### src/rtl/sched_cmd_ctrl_pkg.sv
// Shared types and constants for the scheduler command front-end.
// Holds the task-table descriptor layout, the host register indices
// and the field positions used inside host write data.
package sched_cmd_ctrl_pkg;

  localparam int MAX_TASKS   = 32;
  localparam int TB          = $clog2(MAX_TASKS);
  localparam int TIME_BITS   = 32;
  localparam int NUM_IRQ     = 8;
  localparam int IRQ_W       = $clog2(NUM_IRQ);
  localparam int ADDR_W      = 4;
  localparam int NUM_TNUMS   = 4;
  localparam int TNUM_STRIDE = 5;

  // Host register indices
  localparam logic [ADDR_W-1:0] REG_PERIOD    = 4'd0;
  localparam logic [ADDR_W-1:0] REG_VDEADLINE = 4'd1;
  localparam logic [ADDR_W-1:0] REG_EX_HIGH   = 4'd2;
  localparam logic [ADDR_W-1:0] REG_EX_LOW    = 4'd3;
  localparam logic [ADDR_W-1:0] REG_COMMIT    = 4'd4;
  localparam logic [ADDR_W-1:0] REG_SWWAKE    = 4'd5;
  localparam logic [ADDR_W-1:0] REG_IRQMAP    = 4'd6;
  localparam logic [ADDR_W-1:0] REG_GLOBAL    = 4'd7;
  localparam logic [ADDR_W-1:0] REG_TNUMS     = 4'd8;

  // Bit positions inside COMMIT / IRQMAP write data
  localparam int COMMIT_TYPE_BIT = 8;
  localparam int COMMIT_CRIT_BIT = 9;
  localparam int IRQMAP_ID_LSB   = 8;
  localparam int IRQMAP_EN_BIT   = 16;

  typedef enum logic {
    TASK_PERIODIC = 1'b0,
    TASK_SPORADIC = 1'b1
  } TASK_TYPE;

  typedef enum logic {
    CRIT_LOW  = 1'b0,
    CRIT_HIGH = 1'b1
  } TASK_CRIT_IN;

  typedef struct packed {
    logic                 valid;
    logic [TB-1:0]        id;
    TASK_TYPE             task_type;
    TASK_CRIT_IN          crit;
    logic [TIME_BITS-1:0] period;
    logic [TIME_BITS-1:0] virtual_deadline;
    logic [TIME_BITS-1:0] ex_high;
    logic [TIME_BITS-1:0] ex_low;
  } TASK_TABLE_INPUT;

  // One entry of the external IRQ -> task id routing table
  typedef struct packed {
    logic          enable;
    logic [TB-1:0] id;
  } irq_map_t;

endpackage

### src/rtl/sched_cmd_ctrl_if.sv
// Bundle of host, wakeup, CPU and scheduler-facing signals of the command
// front-end. master = host/CPU/scheduler environment, slave = front-end.
interface sched_cmd_ctrl_if;
  import sched_cmd_ctrl_pkg::*;

  logic                           host_wr_valid;
  logic                           host_wr_ready;
  logic [ADDR_W-1:0]              host_wr_addr;
  logic [31:0]                    host_wr_data;
  logic [NUM_IRQ-1:0]             irq_in;
  logic                           cpu_done_valid;
  logic                           cpu_done_ok;
  logic                           cpu_done_ready;
  logic                           sched_running_valid;
  logic                           sched_cpu_int;
  logic                           cpu_irq;
  logic                           cpu_irq_ack;
  TASK_TABLE_INPUT                input_task;
  logic                           wakeup_valid;
  logic [TB-1:0]                  wakeup_id;
  logic                           completion_valid;
  logic                           completion_succesful;
  logic [NUM_TNUMS-1:0][TB-1:0]   transition_nums;
  logic                           sched_en;
  logic                           err_cpl_drop;

  modport master (
    output host_wr_valid, host_wr_addr, host_wr_data, irq_in,
           cpu_done_valid, cpu_done_ok, sched_running_valid,
           sched_cpu_int, cpu_irq_ack,
    input  host_wr_ready, cpu_done_ready, cpu_irq, input_task,
           wakeup_valid, wakeup_id, completion_valid,
           completion_succesful, transition_nums, sched_en, err_cpl_drop
  );

  modport slave (
    input  host_wr_valid, host_wr_addr, host_wr_data, irq_in,
           cpu_done_valid, cpu_done_ok, sched_running_valid,
           sched_cpu_int, cpu_irq_ack,
    output host_wr_ready, cpu_done_ready, cpu_irq, input_task,
           wakeup_valid, wakeup_id, completion_valid,
           completion_succesful, transition_nums, sched_en, err_cpl_drop
  );

endinterface

### src/rtl/sched_cmd_ctrl_rr_pick.sv
// Round-robin first-set-bit picker: finds the first set bit of bitmap
// searching upward from ptr+1 and wrapping. ptr itself is the last slot
// checked. Wrap relies on MAX_TASKS being a power of two.
module sched_rr_pick
  import sched_cmd_ctrl_pkg::*;
(
  input  logic [MAX_TASKS-1:0] bitmap,
  input  logic [TB-1:0]        ptr,
  output logic                 found,
  output logic [TB-1:0]        idx
);

  logic [TB-1:0] cand_s;

  // Scan from the farthest slot to the nearest so the closest hit after ptr is kept
  always_comb begin
    found  = 1'b0;
    idx    = '0;
    cand_s = '0;
    for (int i = MAX_TASKS; i >= 1; i--) begin
      cand_s = ptr + TB'(i);
      found  = found | bitmap[cand_s];
      idx    = bitmap[cand_s] ? cand_s : idx;
    end
  end

endmodule

### src/rtl/sched_cmd_ctrl.sv
// Host/CPU command front-end of the mixed-criticality EDF scheduler:
// host register file with task-descriptor staging and commit, IRQ/software
// wakeup arbitration onto a single wakeup port, completion forwarding and
// the sticky preemption interrupt towards the CPU.
module sched_cmd_ctrl
  import sched_cmd_ctrl_pkg::*;
(
  input logic             clk,
  input logic             rst,
  sched_cmd_ctrl_if.slave bus
);

  // Host register state
  logic [TIME_BITS-1:0]         period_r;
  logic [TIME_BITS-1:0]         vdeadline_r;
  logic [TIME_BITS-1:0]         ex_high_r;
  logic [TIME_BITS-1:0]         ex_low_r;
  TASK_TABLE_INPUT              input_task_r;
  logic                         commit_gap_r;
  irq_map_t                     irq_map_r [NUM_IRQ];
  logic                         sched_en_r;
  logic [NUM_TNUMS-1:0][TB-1:0] tnums_r;

  // Wakeup state
  logic [NUM_IRQ-1:0]   irq_prev_r;
  logic [MAX_TASKS-1:0] pending_r;
  logic [TB-1:0]        rr_ptr_r;
  logic                 wakeup_valid_r;
  logic [TB-1:0]        wakeup_id_r;

  // Completion / interrupt state
  logic completion_valid_r;
  logic completion_ok_r;
  logic err_cpl_drop_r;
  logic cpu_irq_r;

  // Combinational helpers
  logic                 wr_acc_s;
  logic                 commit_acc_s;
  logic                 swwake_acc_s;
  logic                 cpl_acc_s;
  logic [NUM_IRQ-1:0]   irq_rise_s;
  logic [MAX_TASKS-1:0] set_s;
  logic [MAX_TASKS-1:0] commit_mask_s;
  logic [MAX_TASKS-1:0] pick_map_s;
  logic [MAX_TASKS-1:0] grant_clr_s;
  logic [MAX_TASKS-1:0] pending_nxt_s;
  logic                 pick_found_s;
  logic [TB-1:0]        pick_idx_s;

  // Ready is held low in reset and for one cycle after each commit
  assign bus.host_wr_ready  = ~rst & ~commit_gap_r;
  assign bus.cpu_done_ready = ~rst;

  assign wr_acc_s     = bus.host_wr_valid & bus.host_wr_ready;
  assign commit_acc_s = wr_acc_s & (bus.host_wr_addr == REG_COMMIT);
  assign swwake_acc_s = wr_acc_s & (bus.host_wr_addr == REG_SWWAKE);
  assign cpl_acc_s    = bus.cpu_done_valid & bus.cpu_done_ready;

  // Host register file: staging, IRQ routing, globals and the one-cycle commit pulse
  always_ff @(posedge clk) begin
    if (rst) begin
      period_r     <= '0;
      vdeadline_r  <= '0;
      ex_high_r    <= '0;
      ex_low_r     <= '0;
      input_task_r <= '0;
      commit_gap_r <= 1'b0;
      sched_en_r   <= 1'b0;
      tnums_r      <= '0;
      for (int k = 0; k < NUM_IRQ; k++) begin
        irq_map_r[k] <= '0;
      end
    end else begin
      commit_gap_r       <= commit_acc_s;
      input_task_r.valid <= 1'b0;
      if (wr_acc_s) begin
        case (bus.host_wr_addr)
          REG_PERIOD:    period_r    <= bus.host_wr_data[TIME_BITS-1:0];
          REG_VDEADLINE: vdeadline_r <= bus.host_wr_data[TIME_BITS-1:0];
          REG_EX_HIGH:   ex_high_r   <= bus.host_wr_data[TIME_BITS-1:0];
          REG_EX_LOW:    ex_low_r    <= bus.host_wr_data[TIME_BITS-1:0];
          REG_COMMIT: begin
            input_task_r <= '{valid:            1'b1,
                              id:               bus.host_wr_data[TB-1:0],
                              task_type:        TASK_TYPE'(bus.host_wr_data[COMMIT_TYPE_BIT]),
                              crit:             TASK_CRIT_IN'(bus.host_wr_data[COMMIT_CRIT_BIT]),
                              period:           period_r,
                              virtual_deadline: vdeadline_r,
                              ex_high:          ex_high_r,
                              ex_low:           ex_low_r};
          end
          REG_IRQMAP: begin
            irq_map_r[bus.host_wr_data[IRQ_W-1:0]] <= '{enable: bus.host_wr_data[IRQMAP_EN_BIT],
                                                        id:     bus.host_wr_data[IRQMAP_ID_LSB +: TB]};
          end
          REG_GLOBAL: sched_en_r <= bus.host_wr_data[0];
          REG_TNUMS: begin
            for (int i = 0; i < NUM_TNUMS; i++) begin
              tnums_r[i] <= bus.host_wr_data[i*TNUM_STRIDE +: TB];
            end
          end
          // SWWAKE is consumed by the pending bitmap; other indices are ignored
          default: ;
        endcase
      end
    end
  end

  // Collect wakeup requests, mask the id being committed, and form the next pending set
  always_comb begin
    irq_rise_s    = bus.irq_in & ~irq_prev_r;
    set_s         = '0;
    commit_mask_s = '0;
    grant_clr_s   = '0;
    for (int k = 0; k < NUM_IRQ; k++) begin
      set_s[irq_map_r[k].id] = set_s[irq_map_r[k].id] | (irq_rise_s[k] & irq_map_r[k].enable);
    end
    set_s[bus.host_wr_data[TB-1:0]] = set_s[bus.host_wr_data[TB-1:0]] | swwake_acc_s;
    commit_mask_s[input_task_r.id]  = input_task_r.valid;
    pick_map_s                      = pending_r & ~commit_mask_s;
    grant_clr_s[pick_idx_s]         = pick_found_s;
    // A new request for the granted id survives the clear
    pending_nxt_s = (pending_r & ~grant_clr_s) | set_s;
  end

  sched_rr_pick u_pick (
    .bitmap (pick_map_s),
    .ptr    (rr_ptr_r),
    .found  (pick_found_s),
    .idx    (pick_idx_s)
  );

  // Pending bitmap, IRQ edge history and the registered wakeup grant
  always_ff @(posedge clk) begin
    if (rst) begin
      irq_prev_r     <= '0;
      pending_r      <= '0;
      rr_ptr_r       <= TB'(MAX_TASKS - 1);
      wakeup_valid_r <= 1'b0;
      wakeup_id_r    <= '0;
    end else begin
      irq_prev_r     <= bus.irq_in;
      pending_r      <= pending_nxt_s;
      wakeup_valid_r <= pick_found_s;
      if (pick_found_s) begin
        wakeup_id_r <= pick_idx_s;
        rr_ptr_r    <= pick_idx_s;
      end
    end
  end

  // Completion pulse towards the scheduler and the sticky drop error
  always_ff @(posedge clk) begin
    if (rst) begin
      completion_valid_r <= 1'b0;
      completion_ok_r    <= 1'b0;
      err_cpl_drop_r     <= 1'b0;
    end else begin
      completion_valid_r <= cpl_acc_s & bus.sched_running_valid;
      completion_ok_r    <= cpl_acc_s & bus.sched_running_valid & bus.cpu_done_ok;
      if (cpl_acc_s && !bus.sched_running_valid) begin
        err_cpl_drop_r <= 1'b1;
      end
    end
  end

  // Preemption interrupt: set by the scheduler pulse, cleared by ack, set wins
  always_ff @(posedge clk) begin
    if (rst) begin
      cpu_irq_r <= 1'b0;
    end else begin
      cpu_irq_r <= bus.sched_cpu_int | (cpu_irq_r & ~bus.cpu_irq_ack);
    end
  end

  assign bus.input_task           = input_task_r;
  assign bus.wakeup_valid         = wakeup_valid_r;
  assign bus.wakeup_id            = wakeup_id_r;
  assign bus.completion_valid     = completion_valid_r;
  assign bus.completion_succesful = completion_ok_r;
  assign bus.transition_nums      = tnums_r;
  assign bus.sched_en             = sched_en_r;
  assign bus.err_cpl_drop         = err_cpl_drop_r;
  assign bus.cpu_irq              = cpu_irq_r;

endmodule
### src/flat_wrapper.sv
// flat-port wrapper written by rule: the top's interface ports become plain ports
module sched_cmd_ctrl_flat import sched_cmd_ctrl_pkg::*;
  (clk, rst, bus_host_wr_valid, bus_host_wr_addr, bus_host_wr_data, bus_irq_in, bus_cpu_done_valid, bus_cpu_done_ok, bus_sched_running_valid, bus_sched_cpu_int, bus_cpu_irq_ack, bus_host_wr_ready, bus_cpu_done_ready, bus_cpu_irq, bus_input_task, bus_wakeup_valid, bus_wakeup_id, bus_completion_valid, bus_completion_succesful, bus_transition_nums, bus_sched_en, bus_err_cpl_drop);
  sched_cmd_ctrl_if bus_i ();
  input logic clk;
  input logic rst;
  input wire logic [$bits(bus_i.host_wr_valid)-1:0] bus_host_wr_valid;
  input wire logic [$bits(bus_i.host_wr_addr)-1:0] bus_host_wr_addr;
  input wire logic [$bits(bus_i.host_wr_data)-1:0] bus_host_wr_data;
  input wire logic [$bits(bus_i.irq_in)-1:0] bus_irq_in;
  input wire logic [$bits(bus_i.cpu_done_valid)-1:0] bus_cpu_done_valid;
  input wire logic [$bits(bus_i.cpu_done_ok)-1:0] bus_cpu_done_ok;
  input wire logic [$bits(bus_i.sched_running_valid)-1:0] bus_sched_running_valid;
  input wire logic [$bits(bus_i.sched_cpu_int)-1:0] bus_sched_cpu_int;
  input wire logic [$bits(bus_i.cpu_irq_ack)-1:0] bus_cpu_irq_ack;
  output wire logic [$bits(bus_i.host_wr_ready)-1:0] bus_host_wr_ready;
  output wire logic [$bits(bus_i.cpu_done_ready)-1:0] bus_cpu_done_ready;
  output wire logic [$bits(bus_i.cpu_irq)-1:0] bus_cpu_irq;
  output wire logic [$bits(bus_i.input_task)-1:0] bus_input_task;
  output wire logic [$bits(bus_i.wakeup_valid)-1:0] bus_wakeup_valid;
  output wire logic [$bits(bus_i.wakeup_id)-1:0] bus_wakeup_id;
  output wire logic [$bits(bus_i.completion_valid)-1:0] bus_completion_valid;
  output wire logic [$bits(bus_i.completion_succesful)-1:0] bus_completion_succesful;
  output wire logic [$bits(bus_i.transition_nums)-1:0] bus_transition_nums;
  output wire logic [$bits(bus_i.sched_en)-1:0] bus_sched_en;
  output wire logic [$bits(bus_i.err_cpl_drop)-1:0] bus_err_cpl_drop;
  assign bus_i.host_wr_valid = bus_host_wr_valid;
  assign bus_i.host_wr_addr = bus_host_wr_addr;
  assign bus_i.host_wr_data = bus_host_wr_data;
  assign bus_i.irq_in = bus_irq_in;
  assign bus_i.cpu_done_valid = bus_cpu_done_valid;
  assign bus_i.cpu_done_ok = bus_cpu_done_ok;
  assign bus_i.sched_running_valid = bus_sched_running_valid;
  assign bus_i.sched_cpu_int = bus_sched_cpu_int;
  assign bus_i.cpu_irq_ack = bus_cpu_irq_ack;
  assign bus_host_wr_ready = bus_i.host_wr_ready;
  assign bus_cpu_done_ready = bus_i.cpu_done_ready;
  assign bus_cpu_irq = bus_i.cpu_irq;
  assign bus_input_task = bus_i.input_task;
  assign bus_wakeup_valid = bus_i.wakeup_valid;
  assign bus_wakeup_id = bus_i.wakeup_id;
  assign bus_completion_valid = bus_i.completion_valid;
  assign bus_completion_succesful = bus_i.completion_succesful;
  assign bus_transition_nums = bus_i.transition_nums;
  assign bus_sched_en = bus_i.sched_en;
  assign bus_err_cpl_drop = bus_i.err_cpl_drop;
  sched_cmd_ctrl u_core (.clk(clk), .rst(rst), .bus(bus_i));
endmodule
### config.mk
export PLATFORM = sky130hd
export DESIGN_NAME = sched_cmd_ctrl_flat
export DESIGN_NICKNAME = d
export VERILOG_FILES = /design/src/rtl/sched_cmd_ctrl_pkg.sv /design/src/rtl/sched_cmd_ctrl_if.sv /design/src/rtl/sched_cmd_ctrl_rr_pick.sv /design/src/rtl/sched_cmd_ctrl.sv /design/src/flat_wrapper.sv
export SDC_FILE = /design/constraint.sdc
export NUM_CORES = 2
export LEC_CHECK = 0
export BUFFER_PORTS_ARGS = -buffer_cell sky130_fd_sc_hd__buf_2
export CORE_MARGIN = 2
export CORE_UTILIZATION = 38
export DETAILED_ROUTE_END_ITERATION = 7
export PLACE_DENSITY_LB_ADDON = 0.05
export SYNTH_ARGS = -nofsm -noshare
export SYNTH_HDL_FRONTEND = slang
export SYNTH_SLANG_ARGS = --single-unit
### constraint.sdc
create_clock -name clk -period 11.4 [get_ports clk]
set_input_delay 2.28 -clock clk [delete_from_list [all_inputs] [get_ports clk]]
set_output_delay 2.28 -clock clk [all_outputs]
set_load 0.05 [all_outputs]
==> out/qor.yml <==
critical_path:
  critPathRequiredTime_ns: 11.86
  critPathKind: "input port to flip-flop"
  startpoint_type: "input port"
  arrival_ns: 11.25
  path_max_fanout: 19
  r2r_start: "u_core.irq_map_r[1][0]"
  cp-end-kind: "flip-flop"
  critical_path.slowest_cell: "or4_1"
  critPathMaxStageDelay_ns: 0.57
  worstSetupStartpoint: "bus_irq_in[0]"
outcome:
  outcome: "finished, final reports clean"
timing:
  hold_violations: 0
  layout_min_cycle_time_ns: 10.79
  worst_pin_slew_ns: 1.16
  post-route-period-util_pct: 94.6
  fmax_ghz: 0.0927
  relSlewSlack_pct: 21.8
  rsz0062_at_grt: "false"
  fin_skew_ns: 0.0371
  setup_violations: 0
  finalSetupTns_ns: 0
  final_max_slew_viol_count: 0
yosys:
  yosysSeqAreaShare_pct: 29.7
  synth-seq-cells: 389
  synth_area_leaders: "dfxtp_1, nand2_1, a21oi_1"
  netlist_area_um2: 27900
  synth.distinct_cells: 105
  synth_warnings: 0
  synth_top_area_share_pct: 24.5
  synth_common_cells: "nand2_1, a21oi_1, nor2_1, dfxtp_1, clkbuf_1"
  synth_most_common_cell: "nand2_1"
  synth_edf_count: 48
  yosysTopAreaCell: "dfxtp_1"
  async_reset_ff_share_pct: 0
  synthFlopType: "dfxtp_1"
  syn-num-nets: 3912
  syn_avg_cell_area_um2: 7.25
  synthCells: 3848
placed_design:
  dp_hpwl_mm: 93.2
  io_buffers: 220
  gp_congestion: 0.971
clock_network:
  cts_tree: "built"
  cts-buffers-inserted: 45
  cts_buffer_depth: 3
  cts_root_buf: "clkbuf_16"
  ctsHtreeMaxLevel: 2
  clock_latency_ns: 0.60
  holdBufCountCts: 0
  clk_pin_slew_ns: 0.06
  cts.sinks: 389
floorplanning:
  coreArea_um2: 72800
  ios: 221
  fp-row-count: 99
  start_util_pct: 38.3
  dieWidth_um: 275
  die_h_um: 275
  dieArea_um2: 75600
route:
  via_count: 30600
  drtPass1Iterations: 8
  detail-route-antenna-nets: 0
  routedWlPerCell_um: 25.2
  wl_mm: 125
  drt_iter0_markers: 3806
  via_per_inst: 6.16
  drc_errors: 0
pwr:
  seq_power_share_pct: 21.0
  power_density_nw_per_um2: 226
  p_sw_w: 0.00344
  p_leak_nw: 11.2
  irDropWorstVdd_v: 0.000192
  clock_power_share_pct: 20.6
  switching_share_pct: 47.7
  internal-power_w: 0.00376
  p_comb_share_pct: 58.4
grt:
  grt_overflow: 0
  grt_max_degree: 105
  groute.usage.overall_pct: 32.0
  grt_pass1_wl_mm: 185
  antenna_found_initial: 7
  grt_pass1_vias: 28400
cells_and_area:
  nets: 4037
  syn_to_final_growth_pct: 13.9
  final_core_util_pct: 43.6
  diodes: 0
  drive_gt1_share_pct: 15.4
hold_path:
  min_from: "u_core.ex_low_r[16]"
  hold_path_class: "flip-flop to flip-flop"
flow_run:
  cap_viol_max_count: 0
cell families (layout without fill, tap and decap cells):
family,count (synthesis),in the layout,share of synthesized area (%)
buf+inv,323,484,4.44
fa+ha+maj,12,12,0.538
flops,389,389,29.7
xor+xnor,54,54,1.70
simple gates,1777,1777,28.8
mux,117,117,7.67
compound gates,1176,1176,27.2
final timing paths:
path / end / slack [ns] / depth (start not counted)
worst max register to register: u_core.pending_r[31] / 1.10 / 28
worst min-delay path: u_core.bus.input_task[16] / 0.43 / 2
worst min register to register: u_core.bus.input_task[16] / 0.43 / 2
worst max-delay path: u_core.pending_r[31] / 0.61 / 29
layer usage:
| metal | track usage (%) | share of wire, % | vias up |
|---|---|---|---|
| li1 | - | - | 14200 |
| met1 | 44.9 | 44 | 14700 |
| met2 | 48.3 | 43 | 1495 |
| met3 | 8.48 | 9.9 | 204 |
| met4 | 8.63 | 2.7 | 10 |
| met5 | 0 | 0.042 | - |
metrics by stage:
step / setup slack, ns / power (W) / area [um^2] / std cells / hold WS, ns
2_1_floorplan: 1.26 / 0.00429 / 27900 / 3848 / 0.432
3_3_place_gp: 0.205 / 0.00564 / 30200 / 4884 / 0.440
3_5_place_dp: -0.0103 / 0.00561 / 30200 / 4884 / 0.443
4_1_cts: 0.578 / 0.00711 / 31700 / 4967 / 0.422
5_1_grt: 0.00114 / 0.00758 / 31800 / 4968 / 0.449
6_report: 0.613 / 0.00720 / 31800 / 4968 / 0.429
sequential cells by signal, summed over array words and instances (netlist names), 5 cells and up:
signal and flops:
u_core.bus.wakeup_id 5, u_core.ex_high_r 32, u_core.irq_map_r 48, u_core.bus.input_task 136, u_core.pending_r 32, u_core.bus.transition_nums 20
u_core.irq_prev_r 8, u_core.rr_ptr_r 5, u_core.period_r 32, u_core.vdeadline_r 32, u_core.ex_low_r 32
final cells by class:
class,instances,area (um^2)
multi-input combinational,3136,18400
tap,959,1200
clock inverter,18,184
timing repair buffer,357,2180
clock buffer,65,1350
inverter,44,168
sequential,389,8270
fill,7634,41100
placed cells by master (no fill, tap or decap), types with 46 or more instances in the layout:
cell,count
nand2_1,875
nand3_1,73
nor2_1,354
a21oi_1,445
nor3_1,77
clkbuf_16,46
a31oi_1,49
o21ai_0,201
buf_4,134
edfxtp_1,48
buf_2,219
mux4_2,76
and2_1,76
dfxtp_1,340
timing repair:
item	in CTS	in global routing
gates resized for setup	0	1
endpoints found under the setup margin	0	12
buffers inserted	0	1
hold endpoints to repair	0	0
critical path: cells and delay by family:
| family | cells | cell delay, ns |
|---|---|---|
| AO/OA/AOI/OAI | 13 | 4.19 |
| buffers and inverters | 3 | 0.62 |
| multiplexers | 1 | 0.28 |
| AND/OR/NAND/NOR | 12 | 3.86 |
power groups by stage:
stage / Clock [W] / Combinational, W / Sequential [W]
final: 0.00148 / 0.00420 / 0.00151
after global routing: 0.00156 / 0.00450 / 0.00152
after CTS: 0.00151 / 0.00409 / 0.00151
after detailed placement: 0 / 0.00407 / 0.00154
after global placement: 0 / 0.00410 / 0.00154
after floorplan: 0 / 0.00275 / 0.00154
No activity file was read; power rests on OpenSTA's default activity.
